[src/rtl/mc_controller_hs_if.sv]
// Handshake/control bundle between the instruction register, memory port and the
// multi-cycle datapath; the controller drives it through the master modport.
interface mc_controller_hs_if #(
    parameter int RET_W = 32
);
    logic [6:0]       op;
    logic [2:0]       funct3;
    logic             funct7b5;
    logic             Zero;
    logic             mem_ack;
    logic             mem_req;
    logic             MemWrite;
    logic             AdrSrc;
    logic             IRWrite;
    logic             PCWrite;
    logic             RegWrite;
    logic [1:0]       ResultSrc;
    logic [1:0]       ALUSrcA;
    logic [1:0]       ALUSrcB;
    logic [2:0]       ImmSrc;
    logic [3:0]       ALUControl;
    logic [RET_W-1:0] retired;
    logic             fault;
    logic [1:0]       fault_code;

    modport master (
        input  op, funct3, funct7b5, Zero, mem_ack,
        output mem_req, MemWrite, AdrSrc, IRWrite, PCWrite, RegWrite,
               ResultSrc, ALUSrcA, ALUSrcB, ImmSrc, ALUControl,
               retired, fault, fault_code
    );

    modport slave (
        output op, funct3, funct7b5, Zero, mem_ack,
        input  mem_req, MemWrite, AdrSrc, IRWrite, PCWrite, RegWrite,
               ResultSrc, ALUSrcA, ALUSrcB, ImmSrc, ALUControl,
               retired, fault, fault_code
    );
endinterface

[src/rtl/mc_controller_hs.sv]
// Multi-cycle RV32I control FSM with req/ack memory handshake, retired counter and
// sticky fault. Define MC_MEM_TIMEOUT_EN to bound memory waits to TIMEOUT_CYCLES.
module mc_controller_hs #(
    parameter int RET_W          = 32,
    parameter int TIMEOUT_CYCLES = 16
) (
    input  logic               clk,
    input  logic               rst,
    mc_controller_hs_if.master bus
);

    typedef enum logic [3:0] {
        S_FETCH, S_DECODE, S_MEMADR, S_MEMREAD, S_MEMWB, S_MEMWRITE, S_EXECR,
        S_EXECI, S_ALUWB, S_JAL, S_LUI, S_BRANCH, S_FAULT
    } state_e;

    typedef enum logic [3:0] {
        ALU_ADD = 4'b0000, ALU_SUB, ALU_AND, ALU_OR, ALU_XOR,
        ALU_SLT, ALU_SLL, ALU_SRL, ALU_SRA
    } alu_op_e;

    localparam logic [6:0] OP_LOAD   = 7'b0000011;
    localparam logic [6:0] OP_STORE  = 7'b0100011;
    localparam logic [6:0] OP_R      = 7'b0110011;
    localparam logic [6:0] OP_I      = 7'b0010011;
    localparam logic [6:0] OP_BRANCH = 7'b1100011;
    localparam logic [6:0] OP_JAL    = 7'b1101111;
    localparam logic [6:0] OP_LUI    = 7'b0110111;

    state_e           state_q, state_d;
    logic [RET_W-1:0] retired_q, retired_d;
    logic [1:0]       fault_code_q, fault_code_d;

    logic             mem_req, mem_write, adr_src, ir_write, pc_write, reg_write;
    logic [1:0]       result_src, src_a, src_b;
    logic [2:0]       imm_src;
    alu_op_e          alu_ctl;

`ifdef MC_MEM_TIMEOUT_EN
    localparam int              CNT_W       = $clog2(TIMEOUT_CYCLES + 1);
    localparam logic [CNT_W-1:0] TIMEOUT_VAL = CNT_W'(TIMEOUT_CYCLES);
    logic [CNT_W-1:0] wait_cnt_q, wait_cnt_d;
`endif

    // funct3 011 (sltu) is outside this core's ALU and falls back to add.
    function automatic alu_op_e alu_decode(input logic [2:0] f3, input logic b5,
                                           input logic is_r);
        alu_op_e res;
        case (f3)
            3'b000:  res = (is_r && b5) ? ALU_SUB : ALU_ADD;
            3'b111:  res = ALU_AND;
            3'b110:  res = ALU_OR;
            3'b100:  res = ALU_XOR;
            3'b010:  res = ALU_SLT;
            3'b001:  res = ALU_SLL;
            3'b101:  res = b5 ? ALU_SRA : ALU_SRL;
            default: res = ALU_ADD;
        endcase
        return res;
    endfunction

    always_comb begin
        // NOTE: every variable gets a default first so no path through the case infers a latch.
        state_d      = state_q;
        retired_d    = retired_q;
        fault_code_d = fault_code_q;
        mem_req      = 1'b0;
        mem_write    = 1'b0;
        adr_src      = 1'b0;
        ir_write     = 1'b0;
        pc_write     = 1'b0;
        reg_write    = 1'b0;
        result_src   = 2'b00;
        src_a        = 2'b00;
        src_b        = 2'b00;
        imm_src      = 3'b000;
        alu_ctl      = ALU_ADD;

        unique case (state_q)
            S_FETCH: begin
                mem_req    = 1'b1;
                src_b      = 2'b10;
                result_src = 2'b10;
                if (bus.mem_ack) begin
                    ir_write = 1'b1;
                    pc_write = 1'b1;
                    state_d  = S_DECODE;
                end
            end
            S_DECODE: begin
                src_a   = 2'b01;
                src_b   = 2'b01;
                imm_src = 3'b010;
                case (bus.op)
                    OP_LOAD, OP_STORE: state_d = S_MEMADR;
                    OP_R:              state_d = S_EXECR;
                    OP_I:              state_d = S_EXECI;
                    OP_BRANCH:         state_d = S_BRANCH;
                    OP_JAL:            state_d = S_JAL;
                    OP_LUI:            state_d = S_LUI;
                    default: begin
                        state_d      = S_FAULT;
                        fault_code_d = 2'b01;
                    end
                endcase
            end
            S_MEMADR: begin
                src_a   = 2'b10;
                src_b   = 2'b01;
                imm_src = (bus.op == OP_STORE) ? 3'b001 : 3'b000;
                state_d = (bus.op == OP_STORE) ? S_MEMWRITE : S_MEMREAD;
            end
            S_MEMREAD: begin
                mem_req = 1'b1;
                adr_src = 1'b1;
                if (bus.mem_ack) state_d = S_MEMWB;
            end
            S_MEMWB: begin
                result_src = 2'b01;
                reg_write  = 1'b1;
                state_d    = S_FETCH;
            end
            S_MEMWRITE: begin
                mem_req   = 1'b1;
                mem_write = 1'b1;
                adr_src   = 1'b1;
                if (bus.mem_ack) state_d = S_FETCH;
            end
            S_EXECR: begin
                src_a   = 2'b10;
                alu_ctl = alu_decode(bus.funct3, bus.funct7b5, 1'b1);
                state_d = S_ALUWB;
            end
            S_EXECI: begin
                src_a   = 2'b10;
                src_b   = 2'b01;
                alu_ctl = alu_decode(bus.funct3, bus.funct7b5, 1'b0);
                state_d = S_ALUWB;
            end
            S_ALUWB: begin
                reg_write = 1'b1;
                state_d   = S_FETCH;
            end
            S_JAL: begin
                src_a    = 2'b01;
                src_b    = 2'b10;
                imm_src  = 3'b011;
                pc_write = 1'b1;
                state_d  = S_ALUWB;
            end
            S_LUI: begin
                src_a   = 2'b11;
                src_b   = 2'b01;
                imm_src = 3'b100;
                state_d = S_ALUWB;
            end
            S_BRANCH: begin
                src_a   = 2'b10;
                alu_ctl = ALU_SUB;
                // Unsupported branch conditions simply fall through as not-taken.
                case (bus.funct3)
                    3'b000:  pc_write = bus.Zero;
                    3'b001:  pc_write = !bus.Zero;
                    default: pc_write = 1'b0;
                endcase
                state_d = S_FETCH;
            end
            S_FAULT: state_d = S_FAULT;
            default: state_d = S_FETCH;
        endcase

`ifdef MC_MEM_TIMEOUT_EN
        // Any cycle without an outstanding wait clears the counter, so it starts at 0 on
        // entry to every memory state.
        wait_cnt_d = '0;
        if (mem_req && !bus.mem_ack) begin
            wait_cnt_d = wait_cnt_q + 1'b1;
            if (wait_cnt_d == TIMEOUT_VAL) begin
                state_d      = S_FAULT;
                fault_code_d = 2'b10;
            end
        end
`endif

        if (state_d == S_FETCH &&
            (state_q == S_MEMWB || state_q == S_MEMWRITE ||
             state_q == S_ALUWB || state_q == S_BRANCH))
            retired_d = retired_q + RET_W'(1);
    end

    // NOTE: non-blocking assignments so every flop samples the pre-edge values.
    always_ff @(posedge clk or posedge rst) begin
        if (rst) begin
            state_q      <= S_FETCH;
            retired_q    <= '0;
            fault_code_q <= 2'b00;
        end else begin
            state_q      <= state_d;
            retired_q    <= retired_d;
            fault_code_q <= fault_code_d;
        end
    end

`ifdef MC_MEM_TIMEOUT_EN
    always_ff @(posedge clk or posedge rst) begin
        if (rst) wait_cnt_q <= '0;
        else     wait_cnt_q <= wait_cnt_d;
    end
`endif

    assign bus.mem_req    = mem_req;
    assign bus.MemWrite   = mem_write;
    assign bus.AdrSrc     = adr_src;
    assign bus.IRWrite    = ir_write;
    assign bus.PCWrite    = pc_write;
    assign bus.RegWrite   = reg_write;
    assign bus.ResultSrc  = result_src;
    assign bus.ALUSrcA    = src_a;
    assign bus.ALUSrcB    = src_b;
    assign bus.ImmSrc     = imm_src;
    assign bus.ALUControl = alu_ctl;
    assign bus.retired    = retired_q;
    assign bus.fault      = (fault_code_q != 2'b00);
    assign bus.fault_code = fault_code_q;

endmodule

[src/flat_wrapper.sv]
// flat-port wrapper written by rule: the top's interface ports become plain ports
module mc_controller_hs_flat 
#(
    parameter int RET_W          = 32,
    parameter int TIMEOUT_CYCLES = 16
)
  (clk, rst, bus_op, bus_funct3, bus_funct7b5, bus_Zero, bus_mem_ack, bus_mem_req, bus_MemWrite, bus_AdrSrc, bus_IRWrite, bus_PCWrite, bus_RegWrite, bus_ResultSrc, bus_ALUSrcA, bus_ALUSrcB, bus_ImmSrc, bus_ALUControl, bus_retired, bus_fault, bus_fault_code);
  mc_controller_hs_if #(.RET_W(RET_W)) bus_i ();
  input  logic clk;
  input  logic rst;
  input wire logic [$bits(bus_i.op)-1:0] bus_op;
  input wire logic [$bits(bus_i.funct3)-1:0] bus_funct3;
  input wire logic [$bits(bus_i.funct7b5)-1:0] bus_funct7b5;
  input wire logic [$bits(bus_i.Zero)-1:0] bus_Zero;
  input wire logic [$bits(bus_i.mem_ack)-1:0] bus_mem_ack;
  output wire logic [$bits(bus_i.mem_req)-1:0] bus_mem_req;
  output wire logic [$bits(bus_i.MemWrite)-1:0] bus_MemWrite;
  output wire logic [$bits(bus_i.AdrSrc)-1:0] bus_AdrSrc;
  output wire logic [$bits(bus_i.IRWrite)-1:0] bus_IRWrite;
  output wire logic [$bits(bus_i.PCWrite)-1:0] bus_PCWrite;
  output wire logic [$bits(bus_i.RegWrite)-1:0] bus_RegWrite;
  output wire logic [$bits(bus_i.ResultSrc)-1:0] bus_ResultSrc;
  output wire logic [$bits(bus_i.ALUSrcA)-1:0] bus_ALUSrcA;
  output wire logic [$bits(bus_i.ALUSrcB)-1:0] bus_ALUSrcB;
  output wire logic [$bits(bus_i.ImmSrc)-1:0] bus_ImmSrc;
  output wire logic [$bits(bus_i.ALUControl)-1:0] bus_ALUControl;
  output wire logic [$bits(bus_i.retired)-1:0] bus_retired;
  output wire logic [$bits(bus_i.fault)-1:0] bus_fault;
  output wire logic [$bits(bus_i.fault_code)-1:0] bus_fault_code;
  assign bus_i.op = bus_op;
  assign bus_i.funct3 = bus_funct3;
  assign bus_i.funct7b5 = bus_funct7b5;
  assign bus_i.Zero = bus_Zero;
  assign bus_i.mem_ack = bus_mem_ack;
  assign bus_mem_req = bus_i.mem_req;
  assign bus_MemWrite = bus_i.MemWrite;
  assign bus_AdrSrc = bus_i.AdrSrc;
  assign bus_IRWrite = bus_i.IRWrite;
  assign bus_PCWrite = bus_i.PCWrite;
  assign bus_RegWrite = bus_i.RegWrite;
  assign bus_ResultSrc = bus_i.ResultSrc;
  assign bus_ALUSrcA = bus_i.ALUSrcA;
  assign bus_ALUSrcB = bus_i.ALUSrcB;
  assign bus_ImmSrc = bus_i.ImmSrc;
  assign bus_ALUControl = bus_i.ALUControl;
  assign bus_retired = bus_i.retired;
  assign bus_fault = bus_i.fault;
  assign bus_fault_code = bus_i.fault_code;
  mc_controller_hs #(.RET_W(RET_W), .TIMEOUT_CYCLES(TIMEOUT_CYCLES)) u_core (.clk(clk), .rst(rst), .bus(bus_i));
endmodule
[config.mk]
export PLATFORM = sky130hd
export DESIGN_NAME = mc_controller_hs_flat
export DESIGN_NICKNAME = d
export VERILOG_FILES = /design/src/rtl/mc_controller_hs_if.sv /design/src/rtl/mc_controller_hs.sv /design/src/flat_wrapper.sv
export SDC_FILE = /design/constraint.sdc
export NUM_CORES = 1
export LEC_CHECK = 0
export CAP_MARGIN = 30
export CORE_ASPECT_RATIO = 0.7
export CORE_MARGIN = 3
export CORE_UTILIZATION = 47
export CTS_CLUSTER_SIZE = 8
export DETAILED_ROUTE_END_ITERATION = 6
export PLACE_DENSITY = 0.84
export SLEW_MARGIN = 5
export SYNTH_ARGS = -nofsm -noshare
export SYNTH_HDL_FRONTEND = slang
export SYNTH_SLANG_ARGS = --single-unit
export TNS_END_PERCENT = 20
[constraint.sdc]
create_clock -name clk -period 2 [get_ports clk]
set_input_delay 0.4 -clock clk [delete_from_list [all_inputs] [get_ports clk]]
set_output_delay 0.4 -clock clk [all_outputs]
set_load 0.05 [all_outputs]
==> results.json <==
{
  "regToRegSetupSlack_ns": 0.06,
  "ios": 69,
  "grt_start_max_net_pins": 38,
  "crit_slowest_cell": "or4_4",
  "fp.coreArea_sq_mm": 0.004454,
  "synth_top_area_share_pct": 41.46,
  "required_ns": 1.60,
  "synth.largest_area_cell": "dfrtp_1",
  "drt_first_pass_iters": 4,
  "p_per_area_mw_per_mm2": 1112,
  "yosysMostFrequentCell": "dfrtp_1",
  "fin_nets": 359,
  "ys_warn_count": 0,
  "status": "complete, no violations",
  "final_util_pct": 80.62,
  "synth.avg_cell_area_sq_um": 9.424,
  "wire_per_inst_um": 16.88,
  "antenna_left": 0,
  "path_cells": "clkdlybuf4s15_1 -> or4_4 -> nor2_4 -> a21oi_2 -> nor2_2 -> buf_12",
  "die_x_um": 88.39,
  "cp_max_fo": 2,
  "syn_area_sq_mm": 0.002233,
  "dieHeight_um": 63.68,
  "clkSinkCount": 37,
  "num_vias": 2225,
  "io_buffers": 67,
  "setup_slack_ns": 0.02810,
  "r2r_cells": 8,
  "synthTopCellsByCount": "37 x dfrtp_1, 30 x xnor2_1, 23 x nand2_1",
  "design_area_sq_mm": 0.003591,
  "drc": 0,
  "cts_max_level": 2,
  "track_usage_pct": 24.82,
  "grt_pass1_vias": 2137,
  "clk_latency_ns": 0.28,
  "rsz0062_at_grt": "true",
  "area.growth.synth_to_final_pct": 60.78,
  "cts_root_buffer": "clkbuf_8",
  "initial_core_util_pct": 50.14,
  "dp.cells": 382,
  "crit_path_end_kind": "output pin",
  "yosysUniqueCellTypes": 51,
  "cts.path.max_buffers": 2,
  "cp-start-kind": "primary input",
  "path_delay_family": "simple AND/OR/NAND/NOR gates",
  "overflow": 0,
  "synth_seq_cells": 37,
  "place_congestion": 0.8799,
  "num_rows": 20,
  "dieArea_sq_mm": 0.005628,
  "n_fill_cell": 230,
  "crit_buf_inv": 2,
  "synth_cells": 237,
  "slowest_delay_ns": 0.52,
  "min_period_over_period_pct": 98.59,
  "hold_violations": 0,
  "drt-vias-per-instance": 5.590,
  "finClkSkew_ns": 0.005056,
  "finalSetupTns_ns": 0,
  "arrival_ns": 1.57,
  "instances_no_fill": 398,
  "drive_gt1_share_pct": 33.82,
  "antennaDiodeCount": 0,
  "dp_hpwl_mm": 4.810,
  "cts_tree": "built",
  "grt_pass1_wl_mm": 10.86,
  "tightestPinTransition_ns": 0.5149,
  "crit_cells": 6,
  "fmax_mhz": 507.1,
  "hold_depth": 1,
  "synth-edff-count": 0,
  "cts_buffers": 5,
  "ys_seq_area_share_pct": 41.46,
  "antenna_found_initial": 0,
  "place_area_sq_mm": 0.003362,
  "ys_async_sr_fraction_pct": 100.0,
  "drv_cap": 0,
  "wirelength_mm": 6.719,
  "drv_slew": 0,
  "pre_cts_slack_ns": -0.3447,
  "ir_worst_vdd_v": 0.001207,
  "hp-class": "register to register",
  "cts.reportedPaths.clkPinSlew_ns": 0.07,
  "leakagePower_nw": 1.570,
  "ys.flop_type": "dfrtp_1",
  "syn-num-nets": 253,
  "drt_iter0_markers": 172,
  "hold_slack_ns": 0.4763,
  "total_power_mw": 3.994,
  "min_period_ns": 1.972,
  "relSlewSlack_pct": 65.56,
  "crit_type": "primary input to output pin",
  "synth.area.top_cells": "dfrtp_1 41%, xnor2_1 12%, nand2_1 3.9%",
  "finalSetupViolations": 0
}
## layer usage
metal	vias to the layer above	routed length [um]	GRT usage (%)
li1	1054	-	-
met1	1069	2970	36.60
met2	92	3242	36.38
met3	10	433	4.706
met4	0	72	8.302
met5	-	0	0
## flip-flops by register name, indices dropped and copies added (netlist names)
name and count:
u_core.bus.retired 32, u_core.state_q 4, u_core.bus.fault_code 1
## repair_timing
item	4_1_cts	5_1_grt
setup endpoints to repair	11	17
hold buffers	0	0
resized for setup	34	12
pin swaps	8	6
setup buffers	9	0
## path summary, 6_finish.rpt
| kind | startpoint | endpoint |
|---|---|---|
| setup / recovery | bus_op[6] | bus_ImmSrc[0] |
| hold / removal | u_core.bus.retired[31] | u_core.bus.retired[31] |
| setup reg to reg | u_core.state_q[2] | u_core.bus.retired[20] |
| hold reg to reg | u_core.bus.retired[31] | u_core.bus.retired[31] |
| max in group asynchronous | rst | u_core.state_q[3] |
| min in group asynchronous | rst | u_core.bus.retired[3] |
## cells by family after synthesis
group / synth area share, %
AO/OA/AOI/OAI: 11.37
XOR/XNOR: 13.33
adder cells (fa/ha/maj): 0.5601
buffers and inverters: 4.313
flip-flops: 41.46
multiplexers: 1.512
other: 0.1679
AND/OR/NAND/NOR: 27.28
## worst reg2reg max path, delay by kind of cell (launching register included)
kind                      cells  cell delay [ns]
and+or+nand+nor               4             0.74
DFF                           1             0.45
buffers and inverters         2             0.34
xor gates and xnor gates      1             0.17
AOI/OAI and AO/OA             1             0.13
## area by class of cell
class | count | area, sq um | share of cell area (%)
inverter | 4 | 15.01 | 0.4181
sequential | 37 | 930.9 | 25.92
timing repair buffer | 111 | 1180 | 32.86
tap | 55 | 68.82 | 1.916
clock buffer | 7 | 86.33 | 2.404
multi-input combinational | 184 | 1310 | 36.48
## layout by cell type, fill, tap and decap left out, types with 2 or more instances in the layout
master	Yosys	final
or2_4	0	2
o21ai_0	8	8
nand3_1	16	16
inv_1	3	3
and2_1	4	3
a31oi_1	2	2
a21oi_2	0	2
buf_12	0	20
dfrtp_2	0	4
a211oi_2	0	2
nand2_1	23	21
nand2b_4	2	3
nand2b_1	3	2
xnor2_1	30	30
dlygate4sd2_1	0	4
nor3_4	1	2
dfrtp_1	37	33
nand4_1	12	12
nor3_1	5	4
nor2_4	0	2
nor2_2	1	3
nand2_2	0	2
dlymetal6s2s_1	0	4
and3_1	6	6
a21oi_1	9	7
xor2_1	4	4
nor2b_1	2	2
clkdlybuf4s50_1	0	26
a21o_1	2	2
and4_1	5	5
clkbuf_8	0	6
nor2_1	22	18
buf_6	3	3
buf_2	2	3
buf_4	3	50
## report_power, final
| part | internal (mW) | switching [mW] |
|---|---|---|
| registers | 0.840 | 0.124 |
| clock network | 0.273 | 0.248 |
| logic | 1.10 | 1.41 |
(Power assumes the default switching activity.)
